`src/rtl/pwm_pkg.sv`:
```
// Shared types and reset constants for the multi-channel PWM block.
package pwm_pkg;
  typedef enum logic [1:0] {
    SEL_NONE = 2'd0,
    SEL_CMP  = 2'd1,
    SEL_TOP  = 2'd2,
    SEL_CNT  = 2'd3
  } sel_e;

  // Wide reset patterns; users truncate to WIDTH.
  localparam logic [63:0] CNT_RST = '0;
  localparam logic [63:0] TOP_RST = '1;
  localparam logic [63:0] CMP_RST = '0;

  function automatic int ch_bits(int n);
    return (n > 1) ? $clog2(n) : 1;
  endfunction
endpackage

```
`src/rtl/pwm_multi_if.sv`:
```
// Register-write bus and PWM status/outputs. PWM_CENTER_ALIGN_EN adds the center select.
interface pwm_multi_if
  import pwm_pkg::*;
#(
  parameter int WIDTH    = 16,
  parameter int CHANNELS = 4
);
  localparam int CHW = ch_bits(CHANNELS);

  logic                en;
  logic [WIDTH-1:0]    d;
  sel_e                sel;
  logic [CHW-1:0]      ch;
`ifdef PWM_CENTER_ALIGN_EN
  logic                center;
`endif
  logic [WIDTH-1:0]    cnt;
  logic [WIDTH-1:0]    top;
  logic [CHANNELS-1:0] out;
  logic                period_end;

`ifdef PWM_CENTER_ALIGN_EN
  modport master (output en, d, sel, ch, center, input cnt, top, out, period_end);
  modport slave  (input en, d, sel, ch, center, output cnt, top, out, period_end);
`else
  modport master (output en, d, sel, ch, input cnt, top, out, period_end);
  modport slave  (input en, d, sel, ch, output cnt, top, out, period_end);
`endif
endinterface

```
`src/rtl/pwm_channel.sv`:
```
// One PWM channel: shadow/active compare pair and the registered output.
module pwm_channel
  import pwm_pkg::*;
#(
  parameter int WIDTH = 16
) (
  input  logic             clk,
  input  logic             rst,
  input  logic             wr,
  input  logic             xfer,
  input  logic [WIDTH-1:0] d,
  input  logic [WIDTH-1:0] cnt_nxt,
  output logic             out
);
  logic [WIDTH-1:0] cmp_sh, cmp_act, cmp_act_nxt;

  // A write coinciding with a transfer bypasses the shadow.
  always_comb begin
    cmp_act_nxt = cmp_act;
    if (xfer) cmp_act_nxt = wr ? d : cmp_sh;
  end

  always_ff @(posedge clk) begin
    if (rst) begin
      cmp_sh  <= WIDTH'(CMP_RST);
      cmp_act <= WIDTH'(CMP_RST);
      out     <= 1'b0;
    end else begin
      if (wr) cmp_sh <= d;
      cmp_act <= cmp_act_nxt;
      out     <= (cnt_nxt < cmp_act_nxt);
    end
  end
endmodule

```
`src/rtl/pwm_multi.sv`:
```
// Multi-channel PWM: shared period counter, double-buffered top/compare.
// PWM_CENTER_ALIGN_EN enables up/down (center-aligned) counting.
module pwm_multi
  import pwm_pkg::*;
#(
  parameter int WIDTH    = 16,
  parameter int CHANNELS = 4
) (
  input logic        clk,
  input logic        rst,
  pwm_multi_if.slave bus
);
  localparam int CHW = ch_bits(CHANNELS);

  logic [WIDTH-1:0] cnt_q, cnt_nxt, top_sh, top_act, top_act_nxt;
  logic             wrap, xfer, pe_q, wr_cnt, wr_top;
`ifdef PWM_CENTER_ALIGN_EN
  logic             dir_dn, dir_dn_nxt, ctr_act, ctr_act_nxt;
`endif

  assign wr_cnt = (bus.sel == SEL_CNT);
  assign wr_top = (bus.sel == SEL_TOP);

  always_comb begin
    cnt_nxt = cnt_q;
    wrap    = 1'b0;
`ifdef PWM_CENTER_ALIGN_EN
    dir_dn_nxt = dir_dn;
    if (wr_cnt) begin
      cnt_nxt = bus.d;
    end else if (bus.en) begin
      if (ctr_act && !dir_dn) begin
        if (cnt_q >= top_act) begin
          // top=0 degenerates to a one-cycle period, like edge mode
          if (top_act == '0) begin
            wrap    = 1'b1;
            cnt_nxt = '0;
          end else begin
            dir_dn_nxt = 1'b1;
            cnt_nxt    = top_act - WIDTH'(1);
          end
        end else begin
          cnt_nxt = cnt_q + WIDTH'(1);
        end
      end else if (ctr_act) begin
        if (cnt_q == '0) begin
          wrap       = 1'b1;
          dir_dn_nxt = 1'b0;
          cnt_nxt    = (top_act == '0) ? '0 : WIDTH'(1);
        end else begin
          cnt_nxt = cnt_q - WIDTH'(1);
        end
      end else if (cnt_q >= top_act) begin
        wrap       = 1'b1;
        dir_dn_nxt = 1'b0;
        cnt_nxt    = '0;
      end else begin
        cnt_nxt = cnt_q + WIDTH'(1);
      end
    end
`else
    if (wr_cnt) begin
      cnt_nxt = bus.d;
    end else if (bus.en) begin
      if (cnt_q >= top_act) begin
        wrap    = 1'b1;
        cnt_nxt = '0;
      end else begin
        cnt_nxt = cnt_q + WIDTH'(1);
      end
    end
`endif
  end

  // A stopped counter transfers every cycle so writes apply at once.
  assign xfer        = wrap | ~bus.en;
  assign top_act_nxt = xfer ? (wr_top ? bus.d : top_sh) : top_act;
`ifdef PWM_CENTER_ALIGN_EN
  assign ctr_act_nxt = xfer ? bus.center : ctr_act;
`endif

  always_ff @(posedge clk) begin
    if (rst) begin
      cnt_q   <= WIDTH'(CNT_RST);
      top_sh  <= WIDTH'(TOP_RST);
      top_act <= WIDTH'(TOP_RST);
      pe_q    <= 1'b0;
`ifdef PWM_CENTER_ALIGN_EN
      dir_dn  <= 1'b0;
      ctr_act <= 1'b0;
`endif
    end else begin
      cnt_q   <= cnt_nxt;
      if (wr_top) top_sh <= bus.d;
      top_act <= top_act_nxt;
      pe_q    <= wrap;
`ifdef PWM_CENTER_ALIGN_EN
      dir_dn  <= dir_dn_nxt;
      ctr_act <= ctr_act_nxt;
`endif
    end
  end

  for (genvar i = 0; i < CHANNELS; i++) begin : g_ch
    pwm_channel #(.WIDTH(WIDTH)) u_ch (
      .clk     (clk),
      .rst     (rst),
      .wr      ((bus.sel == SEL_CMP) && (bus.ch == CHW'(i))),
      .xfer    (xfer),
      .d       (bus.d),
      .cnt_nxt (cnt_nxt),
      .out     (bus.out[i])
    );
  end

  assign bus.cnt        = cnt_q;
  assign bus.top        = top_act;
  assign bus.period_end = pe_q;
endmodule
```
`src/flat_wrapper.sv`:
```
// flat-port wrapper written by rule: the top's interface ports become plain ports
module pwm_multi_flat import pwm_pkg::*;
#(
  parameter int WIDTH    = 16,
  parameter int CHANNELS = 4
)
  (clk, rst, bus_en, bus_d, bus_sel, bus_ch, bus_cnt, bus_top, bus_out, bus_period_end);
  pwm_multi_if #(.WIDTH(WIDTH), .CHANNELS(CHANNELS)) bus_i ();
  input logic clk;
  input logic rst;
  input wire logic [$bits(bus_i.en)-1:0] bus_en;
  input wire logic [$bits(bus_i.d)-1:0] bus_d;
  input wire logic [$bits(bus_i.sel)-1:0] bus_sel;
  input wire logic [$bits(bus_i.ch)-1:0] bus_ch;
  output wire logic [$bits(bus_i.cnt)-1:0] bus_cnt;
  output wire logic [$bits(bus_i.top)-1:0] bus_top;
  output wire logic [$bits(bus_i.out)-1:0] bus_out;
  output wire logic [$bits(bus_i.period_end)-1:0] bus_period_end;
  assign bus_i.en = bus_en;
  assign bus_i.d = bus_d;
  assign bus_i.sel = bus_sel;
  assign bus_i.ch = bus_ch;
  assign bus_cnt = bus_i.cnt;
  assign bus_top = bus_i.top;
  assign bus_out = bus_i.out;
  assign bus_period_end = bus_i.period_end;
  pwm_multi #(.WIDTH(WIDTH), .CHANNELS(CHANNELS)) u_core (.clk(clk), .rst(rst), .bus(bus_i));
endmodule
```
`config.mk`:
```
export PLATFORM = sky130hd
export DESIGN_NAME = pwm_multi_flat
export DESIGN_NICKNAME = d
export VERILOG_FILES = /design/src/rtl/pwm_pkg.sv /design/src/rtl/pwm_multi_if.sv /design/src/rtl/pwm_channel.sv /design/src/rtl/pwm_multi.sv /design/src/flat_wrapper.sv
export SDC_FILE = /design/constraint.sdc
export NUM_CORES = 1
export LEC_CHECK = 0
export ABC_AREA = 1
export CAP_MARGIN = 40
export CORE_MARGIN = 2
export CORE_UTILIZATION = 50
export CTS_BUF_LIST = sky130_fd_sc_hd__clkbuf_4
export CTS_CLUSTER_SIZE = 40
export DETAILED_ROUTE_END_ITERATION = 8
export HOLD_SLACK_MARGIN = 0.02
export PLACE_DENSITY = 0.68
export SETUP_SLACK_MARGIN = 0.5
export SLEW_MARGIN = 40
export SYNTH_ARGS = -nofsm -noshare
export SYNTH_HDL_FRONTEND = slang
export SYNTH_SLANG_ARGS = --single-unit
```
`constraint.sdc`:
```
create_clock -name clk -period 3.5 [get_ports clk]
set_clock_uncertainty 0.05 [all_clocks]
set_input_delay 0.7 -clock clk [delete_from_list [all_inputs] [get_ports clk]]
set_output_delay 0.7 -clock clk [all_outputs]
set_load 0.005 [all_outputs]
```
Yosys cells after proc, flatten, opt, wreduce, memory -nomap -nowiden

Index checks and enable logic that the tools add are counted.
Widths: inputs -> output; s select.

Register bits: 181
Output and inout port bits: 37

Add/sub/neg operators: 1
Order comparisons: 5
Equal/unequal tests: 6
Multiplexer cells: 15
Bitwise gates (word level): 2
Reductions and logical operators: 5

Operators by type and width:

| operator              | number |
|---|---|
| $mux 16               | 12 |
| $lt 16x16->1          | 4 |
| $add 16x1->16 const B | 1 |
| $ge 16x16->1          | 1 |
| $eq 2x2->1 const B    | 4 |
| $eq 2x1->1 const B    | 2 |
| $logic_and 1x1->1     | 4 |
| $mux 1                | 3 |
| $logic_not 2->1       | 1 |
| $not 1->1             | 1 |
| $or 1x1->1            | 1 |

Depth between registers and ports, before layout

Depth after elaboration: 7
Gate-level depth with buffers: 25

Modules after synthesis

From an unflattened synthesis, not the netlist that was laid out.

Cell total of the unflattened synthesis: 1,096
Area total of the unflattened synthesis: 8,948.6 µm²

By module, submodules not included:

| module                                 | instances | cells each | area an instance (µm²) |
|---|---|---|---|
| pwm_channel at u_core.g_ch[0].u_ch ... | 3         | 173        | 1,536.5 |
| pwm_multi                              | 1         | 405        | 2,798.9 |
| pwm_channel at u_core.g_ch[2].u_ch     | 1         | 172        | 1,540.2 |

Worst setup path after synthesis

Ideal clock, no wire load.

Kind: register -> register
Start: reg u_core.top_act[11] (netlist: u_core.bus.top[11])
End: reg u_core.g_ch[0].u_ch.out
Setup time: 70 ps
Arrival time: 2,769 ps
Required time: 3,380 ps
Path slack: 612 ps
Stages on the path, launching flop included: 20
Path buffers: 2
Clock period less this slack: 2,888 ps
Cell sequence: dfxtp_1 -> inv_1 -> ha_1 -> a21oi_1 -> o21ai_1 -> a21oi_2 -> nand2_2 -> nand3_2 -> nand2_2 -> buf_4 -> buf_4 -> nand2_1 -> o21ai_1 -> ha_1 -> a21oi_1 -> o21ai_0 -> nand3_1 -> a21oi_1 -> a2111o_1 -> a21oi_1

Cells in the longest elaborated chain, start to end: 7
Elaborated cells between the ends (all ways): 10
Classes of those cells: order compare: 2; mux: 7; bitwise: 1

Ends and longest elaborated chain:

| what                     | line              | text |
|---|---|---|
| start: declaration       | pwm_multi.sv:15   | `logic [WIDTH-1:0] cnt_q, cnt_nxt, top_sh, top_act, top_act_nxt;` |
| start signal: assignment | pwm_multi.sv:86   | `top_act <= WIDTH'(TOP_RST);` |
| start signal: assignment | pwm_multi.sv:95   | `top_act <= top_act_nxt;` |
| $ge 16x16->1 (*)         | pwm_multi.sv:65   | `if (cnt_q >= top_act) begin` |
| $mux 1                   | pwm_multi.sv:65   |  |
| $mux 1                   | pwm_multi.sv:64   | `end else if (bus.en) begin` |
| $mux 1                   | pwm_multi.sv:62   | `if (wr_cnt) begin` |
| $or 1x1->1               | pwm_multi.sv:76   | `assign xfer = wrap \| ~bus.en;` |
| $mux 16                  | pwm_channel.sv:20 | `if (xfer) cmp_act_nxt = wr ? d : cmp_sh;` |
| $lt 16x16->1 (*)         | pwm_channel.sv:31 | `out <= (cnt_nxt < cmp_act_nxt);` |
| end signal: assignment   | pwm_channel.sv:31 |  |
| end: declaration         | pwm_channel.sv:13 | `output logic out` |

Every way passes the cells marked *; elsewhere a longest branch is shown, timed or not.
A chain may end at the register's enable or synchronous reset.

Worst setup path after layout

Start: reg u_core.cnt_q[15] (netlist: u_core.bus.cnt[15])
End: reg u_core.g_ch[3].u_ch.out

Cells in the longest elaborated chain, start to end: 7
Elaborated cells between the ends (all ways): 11
Classes of those cells: add/sub: 1; order compare: 2; mux: 7; bitwise: 1

Ends and longest elaborated chain:

| what                     | line              | text |
|---|---|---|
| start: declaration       | pwm_multi.sv:15   |  |
| start signal: assignment | pwm_multi.sv:84   | `cnt_q <= WIDTH'(CNT_RST);` |
| start signal: assignment | pwm_multi.sv:93   | `cnt_q <= cnt_nxt;` |
| $ge 16x16->1             | pwm_multi.sv:65   |  |
| $mux 1                   | pwm_multi.sv:65   |  |
| $mux 1                   | pwm_multi.sv:64   |  |
| $mux 1                   | pwm_multi.sv:62   |  |
| $or 1x1->1               | pwm_multi.sv:76   |  |
| $mux 16                  | pwm_channel.sv:20 |  |
| $lt 16x16->1 (*)         | pwm_channel.sv:31 |  |
| end signal: assignment   | pwm_channel.sv:31 |  |
| end: declaration         | pwm_channel.sv:13 |  |

Marked as above.

==> results.sh <==
export IMPL_die_w_um=134
export IMPL_clock_sinks=181
export IMPL_synth_avg_cell_area_um2=8.10
export IMPL_synth_cell_area_um2=8440
export IMPL_seq_area_frac_synth_pct=43.0
export IMPL_hold_class="in2reg"
export IMPL_antenna_found_initial=1
export IMPL_first_global_vias=6806
export IMPL_die_area_um2=17900
export IMPL_yosys_warnings=0
export IMPL_synth_area_top_cells="dfxtp_1, ha_1, nor2_1"
export IMPL_power_density_nw_per_um2=394
export IMPL_setup_tns_ns=0
export IMPL_yosys_cell_count_top_type="nor2_1"
export IMPL_crit_path_end="u_core.g_ch[3].u_ch.out$_SDFF_PP0_"
export IMPL_max_freq_ghz=0.321
export IMPL_path_delay_family="compound AO/OA/AOI/OAI gates"
export IMPL_slew_violations=0
export IMPL_numCtsBuffers=17
export IMPL_cts_root_buf="clkbuf_4"
export IMPL_start_util_pct=51.0
export IMPL_yosysTopAreaCell="dfxtp_1"
export IMPL_p_leak_nw=5.19
export IMPL_cp_required_ns=3.99
export IMPL_synth_fp_nets=1142
export IMPL_port_buffers=59
export IMPL_syn_to_final_growth_pct=28.3
export IMPL_ir_worst_vdd_mv=0.208
export IMPL_ff2ff_setup_slack_ns=0.38
export IMPL_path_clk_slew_ns=0.16
export IMPL_cts_hold_buf=0
export IMPL_critPathKind="reg2reg"
export IMPL_drive_above_1_share_pct=21.4
export IMPL_endpoint_kind="flip-flop"
export IMPL_crit_top_cell="a21oi_2"
export IMPL_hpwl_mm=14.1
export IMPL_setup_violations=0
export IMPL_postPlaceCellArea_um2=9480
export IMPL_insertion_delay_ns=0.59
export IMPL_grt_usage_pct=24.4
export IMPL_dr_pass1_iters=4
export IMPL_die_h_um=134
export IMPL_avgRoutedWirePerCell_um=15.7
export IMPL_critPathMaxStageDelay_ns=0.46
export IMPL_viasPerCell=5.26
export IMPL_syn_inst=1042
export IMPL_critPathSlowestCell="dfxtp_1"
export IMPL_drtAntennaViolNets=0
export IMPL_io_pins=60
export IMPL_arrival_ns=3.61
export IMPL_synth_edff_count=0
export IMPL_ys_seq_elements=181
export IMPL_drv_cap=0
export IMPL_grt_pass1_wl_mm=34.5
export IMPL_status="complete, no violations"
export IMPL_async_flop_share_pct=0
export IMPL_ctsLongestPathBuffers=2
export IMPL_cts_tree="yes"
export IMPL_dp_cells=1323
export IMPL_cp_start_kind="flip-flop"
export IMPL_fp_row_count=47
export IMPL_drt_total_wl_mm=21.8
export IMPL_core_area_um2=16500
export IMPL_rsz0062_at_grt="yes"
export IMPL_worst_slew_pin_slew_ns=0.650
export IMPL_hold_viol=0
export IMPL_synth_top_area_share_pct=43.0
export IMPL_r2r_cells=17
export IMPL_fin_area_um2=10800
export IMPL_fin_nets=1258
export IMPL_period_share_pct=89.1
export IMPL_dr_total_vias=7319
export IMPL_fin_crit_ns=3.12
export IMPL_cts_htree_levels=4
export IMPL_cp_max_fo=6
export IMPL_ys_types=36
export IMPL_synth_common_cells="nor2_1, dfxtp_1, nand2_1"
export IMPL_stdcell_count=1391
export IMPL_synth_ff_type="dfxtp_1"
export IMPL_r2r_end="u_core.g_ch[3].u_ch.out$_SDFF_PP0_"
export IMPL_grt_overflow_total=0
export IMPL_drc=0
export IMPL_startpoint="u_core.bus.cnt[15]$_SDFF_PP0_"
export IMPL_grt_max_degree=92
export IMPL_gp_congestion=0.864
export IMPL_drt_initial_drc_count=499
export IMPL_slew_headroom_pct=56.7
export IMPL_worst_path_buf_inv=2
export IMPL_crit_cells=17
export IMPL_regToRegStartpoint="u_core.bus.cnt[15]$_SDFF_PP0_"
export IMPL_path_cells="ha_4, a21oi_1, o21ai_1, a21oi_2, nand2_4, nand3_4, nand2_8, buf_12, buf_16, o21ai_4, ha_4, a21oi_2, o21ai_1, nand3_1, a21oi_2, a2111o_1, a21oi_2"
[logic make-up after synthesis]
kind of cell | synth area share (%)
AO/OA/AOI/OAI | 12.4
XOR/XNOR | 1.14
adder cells (fa/ha/maj) | 11.4
buffers and inverters | 6.21
flip-flops | 43.0
multiplexers | 5.93
AND/OR/NAND/NOR | 20.0
[routing by layer]
layer	track usage [%]	vias to the layer above	part of all wire, %
met1	33.7	3412	47
met4	7.68	0	1.8
met5	0	-	0
met3	4.38	29	5.9
li1	-	3675	-
met2	39.1	203	46
[cells in the final DEF, fill, tap and decap left out, types with 28 or more instances in the layout]
cell type        synthesis  layout
nor2_1                 195     194
nand2_1                173     164
dfxtp_1                181     160
a21oi_1                 88      71
buf_4                   16      69
clkdlybuf4s50_1          0      58
inv_1                   66      56
ha_1                    77      56
mux2i_1                 50      50
o21ai_1                 54      37
o21ai_2                  0      28
[what timing repair did]
item | CTS | global route
setup buffers | 22 | 5
endpoints found under the setup margin | 4 | 4
cloned | 8 | 1
pin swaps | 30 | 35
resized for setup | 96 | 59
[report_power, final]
part,switching [mW],leakage [nW],total (mW),internal [mW]
sequential,0.0497,1.48,2.21,2.16
clock,0.728,0.122,1.07,0.340
combinational,0.536,3.58,0.980,0.444
total,1.31,5.19,4.26,2.95
[worst min path at each step]
stage	start	endpoint	depth (start not counted)
2_1_floorplan	u_core.top_sh[0]$_SDFF_PP1_	u_core.top_sh[0]$_SDFF_PP1_	2
3_3_place_gp	u_core.top_sh[1]$_SDFF_PP1_	u_core.top_sh[1]$_SDFF_PP1_	2
3_5_place_dp	u_core.top_sh[10]$_SDFF_PP1_	u_core.top_sh[10]$_SDFF_PP1_	2
4_1_cts	rst	u_core.bus.cnt[15]$_SDFF_PP0_	2
5_1_grt	rst	u_core.bus.cnt[15]$_SDFF_PP0_	2
6_report	rst	u_core.bus.cnt[15]$_SDFF_PP0_	2
[flip-flops by register name, summed over array words and instances (netlist names)]
register / cells
u_core.g_ch.u_ch.cmp_act: 64
u_core.g_ch.u_ch.cmp_sh: 64
u_core.bus.cnt: 16
u_core.bus.top: 16
u_core.top_sh: 16
u_core.g_ch.u_ch.out: 4
u_core.bus.period_end: 1
[area by class of cell]
| class | count | area (um2) |
|---|---|---|
| timing repair buffer | 148 | 1570 |
| antenna | 1 | 2.50 |
| multi-input combinational | 742 | 4830 |
| inverter | 68 | 255 |
| fill | 1393 | 5700 |
| tap | 220 | 275 |
| clock inverter | 14 | 111 |
| sequential | 181 | 3660 |
| clock buffer | 17 | 128 |
[through the flow]
| stage | power, mW | hold WS [ns] | util, % | setup slack [ns] |
|---|---|---|---|---|
| final | 4.26 | 0.343 | 65.5 | 0.380 |
| after global routing | 4.47 | 0.335 | 65.5 | 0.250 |
| after CTS | 4.20 | 0.313 | 63.4 | 0.469 |
| after detailed placement | 3.02 | 0.385 | 57.4 | -0.0517 |
| after global placement | 3.01 | 0.375 | 57.4 | -0.0292 |
| after floorplan | 2.74 | 0.365 | - | 0.612 |
Power figures use the tool's default switching activity.
